**src/rtl/logic_unit_i8_scheduler.sv**
```systemverilog
// logic_unit_i8_scheduler: round-robin sequencer sharing one pipelined bitwise logic unit among requesters
module logic_unit_i8_scheduler #(
    parameter int NUM_REQ = 4,
    parameter int WIDTH   = 8,
    parameter int LATENCY = 1
) (
    input  logic                     clock,
    input  logic                     reset,
    input  logic [NUM_REQ-1:0]       req_valid,
    output logic [NUM_REQ-1:0]       req_ready,
    input  logic [2*NUM_REQ-1:0]     req_op,
    input  logic [WIDTH*NUM_REQ-1:0] req_a,
    input  logic [WIDTH*NUM_REQ-1:0] req_b,
    output logic [NUM_REQ-1:0]       resp_valid,
    input  logic [NUM_REQ-1:0]       resp_ready,
    output logic [WIDTH-1:0]         resp_y,
    output logic                     busy
);
    localparam int PW = $clog2(NUM_REQ);
    localparam int CW = $clog2(LATENCY + 1);
    typedef enum logic [1:0] {IDLE, EXEC, RESP} state_t;
    state_t state, state_nxt;
    logic [PW-1:0] ptr, grant, gnt;
    logic [CW-1:0] cnt;
    logic [WIDTH-1:0] pipe [LATENCY];
    logic [1:0] op;
    logic [WIDTH-1:0] a, b, res;
    logic acc;
    always_comb begin
        gnt = '0;
        for (int k = NUM_REQ; k >= 1; k--)
            if (req_valid[PW'((int'(ptr) + k) % NUM_REQ)]) gnt = PW'((int'(ptr) + k) % NUM_REQ);
    end
    assign acc = (state == IDLE) && (|req_valid);
    assign op  = req_op[2*gnt +: 2];
    assign a   = req_a[WIDTH*gnt +: WIDTH];
    assign b   = req_b[WIDTH*gnt +: WIDTH];
    assign res = op == 2'd0 ? ~a : op == 2'd1 ? a & b : op == 2'd2 ? a | b : a ^ b;
    always_comb begin
        state_nxt  = state;
        req_ready  = acc ? NUM_REQ'(1) << gnt : '0;
        resp_valid = state == RESP ? NUM_REQ'(1) << grant : '0;
        busy       = state != IDLE;
        if (acc) state_nxt = EXEC;
        if (state == EXEC && cnt == CW'(1)) state_nxt = RESP;
        if (state == RESP && resp_ready[grant]) state_nxt = IDLE;
    end
    always_ff @(posedge clock) begin
        if (reset) begin
            state  <= IDLE;
            ptr    <= PW'(NUM_REQ - 1);
            grant  <= '0;
            cnt    <= '0;
            resp_y <= '0;
        end else begin
            state <= state_nxt;
            if (acc) begin
                grant   <= gnt;
                cnt     <= CW'(LATENCY);
                pipe[0] <= res;
            end
            if (state == EXEC) begin
                for (int k = 1; k < LATENCY; k++) pipe[k] <= pipe[k-1];
                cnt <= cnt - CW'(1);
                if (cnt == CW'(1)) resp_y <= pipe[LATENCY-1];
            end
            if (state == RESP && resp_ready[grant]) ptr <= grant;
        end
    end
endmodule
```
**config.mk**
```make
export PLATFORM = sky130hd
export DESIGN_NAME = logic_unit_i8_scheduler
export DESIGN_NICKNAME = d
export VERILOG_FILES = /design/src/rtl/logic_unit_i8_scheduler.sv
export SDC_FILE = /design/constraint.sdc
export NUM_CORES = 1
export LEC_CHECK = 0
export BUFFER_PORTS_ARGS = -buffer_cell sky130_fd_sc_hd__buf_2
export CORE_MARGIN = 3
export CORE_UTILIZATION = 48
export CTS_CLUSTER_SIZE = 16
export DETAILED_ROUTE_END_ITERATION = 6
export PLACE_DENSITY = 0.79
export SETUP_SLACK_MARGIN = 0.2
export SLEW_MARGIN = 20
export SYNTH_ARGS = -nofsm -noshare
export SYNTH_HDL_FRONTEND = slang
export SYNTH_SLANG_ARGS = --single-unit
```
**constraint.sdc**
```tcl
create_clock -name clock -period 4 [get_ports clock]
set_clock_uncertainty 0.2 [all_clocks]
set_input_delay 0.6 -clock clock [delete_from_list [all_inputs] [get_ports clock]]
set_output_delay 0.6 -clock clock [all_outputs]
set_load 0.01 [all_outputs]
```
# After elaboration in Yosys (flattened, before gate mapping)
# Memory sizes are Yosys's and may differ from the RTL's. A register that Yosys moved wholly into a read port is not among the register bits.
# Cells that the tools add are included.
dict set report op_classes {
  add_sub_neg 5
  multipliers 0
  div_mod_pow 0
  order_cmp 5
  eq_ne 4
  n_shift 5
  mux 30
  n_bitwise 4
  n_reduce_logical 12
}
# cell n
set ops {}
lappend ops {{$shiftx A32 B6 Y8} 2}
lappend ops {{$mux W8} 3}
lappend ops {{$lt A2 B4 Y1 const B} 4}
lappend ops {{$mux W1} 14}
lappend ops {{$mux W2} 6}
lappend ops {{$bmux W1 S2} 5}
lappend ops {{$and A8 B8 Y8} 1}
lappend ops {{$mux W4} 2}
lappend ops {{$not A8 Y8} 1}
lappend ops {{$or A8 B8 Y8} 1}
lappend ops {{$shiftx A8 B4 Y2} 1}
lappend ops {{$shl A1 B2 Y4 const A} 2}
lappend ops {{$xor A8 B8 Y8} 1}
lappend ops {{$reduce_bool A2 Y1} 3}
lappend ops {{$add A2 B1 Y2 const B} 2}
lappend ops {{$add A2 B2 Y2 const B} 2}
lappend ops {{$eq A2 B1 Y1 const B} 2}
lappend ops {{$eq A2 B2 Y1 const B} 2}
lappend ops {{$logic_not A2 Y1} 2}
lappend ops {{$reduce_or A4 Y1} 1}
lappend ops {{$logic_and A1 B1 Y1} 3}
lappend ops {{$lt A2 B3 Y1 const B} 1}
lappend ops {{$reduce_or A3 Y1} 1}
lappend ops {{$reduce_and A2 Y1} 1}
lappend ops {{2 further kinds} 2}
dict set report totals {
  regBits 7
  latch_bits 0
  ram_bits 8
  romBits 0
  elab_cells 71
  memories 1
}
# name words word_bits read_ports rd_clocked_by_memory_dff write_ports line_no
set memory_table {}
lappend memory_table {pipe 1 8 1 1 1 25} ;# logic [WIDTH-1:0] pipe [LATENCY];

# Logic depth before layout (Yosys ltp)
dict set report depth {
  ltp_word 13
  depth_mapped 14
}

# Worst setup path before layout
# OpenSTA, ideal clock, no wires.
dict set report synth_path {
  path_type {input to register}
  start {input port req_valid[0]}
  end {memory pipe[0][4] (data pin)}
  setup_ns 0.269
  t_arrival_ns 2.929
  slack_ns 0.602
  cell_stages 13
  path_buffers 3
  cell_sequence {nor2_1 > o22ai_1 > nor3_1 > buf_2 > buf_2 > buf_2 > nand2_1 > nand3_1 > and2_1 > ha_1 > mux2_2 > a221oi_1 > o22ai_1}
}
dict set report synth_between {
  elab_chain_cells 12
  word_cells_on_any_way 29
}
# element line_no
set synth_lines {}
lappend synth_lines {{start: declaration} 9} ;# input logic [NUM_REQ-1:0] req_valid,
lappend synth_lines {{$bmux W1 S2} 32} ;# if (req_valid[PW'((int'(ptr) + k) % NUM_REQ)]) gnt = PW'((int'(ptr) + k) % NUM_REQ);
lappend synth_lines {{$mux W1 (implied by the code) (2 in series)} 32}
lappend synth_lines {{$mux W2 (3 in series)} 32}
lappend synth_lines {{$mux W2 (*)} 32}
lappend synth_lines {{$shiftx A32 B6 Y8, or another cell as far along} 36} ;# assign a = req_a[WIDTH*gnt +: WIDTH];
lappend synth_lines {{$xor A8 B8 Y8, or another cell as far along} 38} ;# assign res = op == 2'd0 ? ~a : op == 2'd1 ? a & b : op == 2'd2 ? a | b : a ^ b;
lappend synth_lines {{$mux W8 (2 in series)} 38}
lappend synth_lines {{$mux W8 (*)} 38}
lappend synth_lines {{via res[4]} 27} ;# logic [WIDTH-1:0] a, b, res;
lappend synth_lines {{end: declaration} 25}
# The timed path passes the listed nets; every way through them passes the cells marked *. The select of a mux whose other input is x is not followed.

# Worst setup path after layout
dict set report layout_path {
  start {input port req_valid[3]}
  end {memory pipe[0][3] (data pin)}
}
# Same word-level chain as after synthesis.

==> flow_metrics.tcl <==
set metrics [dict create \
    critPathRequiredTime_ps 3810 \
    cts_hold_buf 0 \
    crit_path_top_delay_cell "a211oi_1" \
    gp_congestion 0.7919 \
    p_switching_mw 0.3606 \
    hold_violations 0 \
    insertion_delay_ps 270 \
    overflow 0 \
    rrSetupSlack_ps 920 \
    min_to "resp_y[0]" \
    die_h_um 74.44 \
    ys_types 33 \
    slew_viol_final 0 \
    grt_max_degree 44 \
    dp_hpwl_um 4759 \
    dpl-instance-area_mm2 0.002758 \
    post_cts_buffers 0 \
    synth_fp_nets 406 \
    cts.sinks 23 \
    final_common_cell "buf_2" \
    cts-root-buf "clkbuf_8" \
    combPwrFrac_pct 50.7 \
    synth-edff-count 8 \
    rows 24 \
    yosysTopAreaCell "dfxtp_1" \
    die_x_um 74.44 \
    synth_top_area_share_pct 13.36 \
    yosys_warnings 0 \
    outcome "completed" \
    yosysSeqAreaShare_pct 24.04 \
    timing.setup.tns_ps 0 \
    fp.dieArea_mm2 0.005541 \
    syn-cell-area_mm2 0.002248 \
    grt_pass1_vias 2259 \
    drc 0 \
    cp_max_fo 43 \
    drv_cap 0 \
    cts_buffer_depth 2 \
    portBuffers 98 \
    cts_tree "done" \
    async_reset_ff_share_pct 0 \
    r2r-end "pipe[0][3]" \
    worst_pin_slew_ps 712.0 \
    r2r_start "ptr[1]" \
    fin_crit_sh_pct 79.37 \
    synthTopCellsByArea "dfxtp_1 (13%), nand2_1 (12%), edfxtp_1 (11%)" \
    power-per-cell-area_mw_per_mm2 332.0 \
    antenna_found_initial 0 \
    synthCells 308 \
    swShare_pct 38.74 \
    r2r_cells 10 \
    cp-start-kind "primary input" \
    drt_wl_total_um 6087 \
    holdPathStages 2 \
    hp-class "reg -> reg" \
    grt_use_total_pct 23.11 \
    nets 495 \
    worstHoldStart "resp_y[0]" \
    n_antenna_cell 0 \
    cpPeakStageDelay_ps 370 \
    core_mm2 0.004444 \
    crit_arrival_ps 2980 \
    area_growth_syn_to_layout_pct 24.71 \
    period_needed_ps 3175 \
    initial_utilization_pct 50.59 \
    numCtsBuffers 3 \
    clockPowerShare_pct 16.0 \
    drtAntennaViolNets 0 \
    grt_pass1_wl_um 10080 \
    ys_ff_latch 23 \
    fmax_mhz 315.0 \
    ctsResizeCount 0 \
    htreeDepth 1 \
    routed_via_density 5.429 \
    syn_avg_cell_area_um2 7.300 \
    wire_per_inst_um 13.59 \
    ios 99 \
    synth-main-ff-cell "dfxtp_1" \
    drt-pass1-iter-count 4 \
    intPower_mw 0.5702 \
    total_power_mw 0.9308 \
    crit_type "in -> reg" \
    crit_chain "buf_2, a211oi_1, or3_1, buf_4, nand2_1, a22o_1, inv_1, ha_1, mux2_2, a221oi_1, o22ai_1" \
    p_seq_share_pct 33.2 \
    mostFrequentLayoutCells "buf_2 (98), nand2_1 (69), a21oi_1 (29), nand3_1 (26), nor2_1 (20)" \
    setup_viol 0 \
    end_kind "flip-flop" \
    cts.clk_slew.worst_paths_ps 90 \
    final_cell_area_mm2 0.002804 \
    num_vias 2432 \
    rsz0062_at_grt "false" \
    vdd_ir_drop_max_v 0.0001625 \
    dr.first_iter.drc_count 109 \
    slew_headroom_pct 52.36 \
    drive_gt1_share_pct 31.82 \
    p_leak_nw 1.489 \
]
## state kept, by name (all words and copies together) (netlist names)
name    count
resp_y      8
cnt         1
state       2
ptr         2
pipe        8
grant       2
## power by group through the flow
stage	registers, mW	clock network, mW	logic, mW
after floorplan	0.306	0	0.346
after global placement	0.313	0	0.452
after detailed placement	0.314	0	0.469
after global routing	0.313	0.159	0.530
after CTS	0.309	0.149	0.471
final	0.309	0.149	0.472
## critical path: cells and delay by family
family          cells  cell delay [ps]
compound gates      4             1040
fa+ha+maj           1              240
buf+inv             3              560
mux                 1              260
simple gates        2              280
## final cells by class
type | instances | area, um2
clock inverter | 1 | 5.005
sequential | 23 | 540.5
clock buffer | 3 | 41.29
fill | 416 | 1640
multi-input combinational | 244 | 1530
tap | 52 | 65.06
timing repair buffer | 106 | 550.5
inverter | 19 | 71.32
## cell usage after synthesis, types with 8 or more instances
master and instances:
edfxtp_1 8, clkbuf_1 13, nor2_1 20, a21oi_1 29
inv_1 19, nand3_1 26, ha_1 16, nand2_1 69
o22ai_1 9, dfxtp_1 15, a22o_1 8, a221oi_1 9
mux2_2 8, and3_1 11, and2_1 8, a21o_1 9
## stage by stage
step | utilization [%] | setup WS (ps) | hold slack [ps] | instances
2_1_floorplan | - | 602.0 | 280.5 | 308
5_1_grt | 63.09 | 608.4 | 283.7 | 448
4_1_cts | 63.09 | 832.0 | 258.0 | 448
3_5_place_dp | 62.05 | 556.2 | 246.3 | 444
3_3_place_gp | 62.05 | 628.6 | 238.8 | 444
6_report | 63.09 | 825.4 | 254.2 | 448
## per-layer routing
layer / up-vias / part of all wire, % / global-route usage, %
met4: 0 / 1.5 / 7.510
met2: 79 / 51 / 42.34
met3: 6 / 5.2 / 1.892
li1: 1255 / - / -
met5: - / 0 / 0
met1: 1092 / 43 / 28.35
## cell families (layout without fill, tap and decap cells)
| group | after synthesis | in the layout | share of synthesized area (%) |
|---|---|---|---|
| xor gates and xnor gates | 1 | 1 | 0.3896 |
| AOI/OAI and AO/OA | 70 | 70 | 20.76 |
| adders and majority gates | 16 | 16 | 8.904 |
| and+or+nand+nor | 143 | 143 | 28.33 |
| DFF | 23 | 23 | 24.04 |
| buffers and inverters | 41 | 129 | 8.124 |
| muxes | 14 | 14 | 9.460 |
## how the worst max path moves through the flow
stage,from,to,cells past startpoint
2_1_floorplan,req_valid[0],pipe[0][4],13
3_3_place_gp,req_valid[1],pipe[0][1],12
3_5_place_dp,req_valid[0],pipe[0][1],12
4_1_cts,req_valid[0],pipe[0][1],12
5_1_grt,req_valid[1],pipe[0][1],12
6_report,req_valid[3],pipe[0][3],11
No activity file was read; power rests on OpenSTA's default activity.
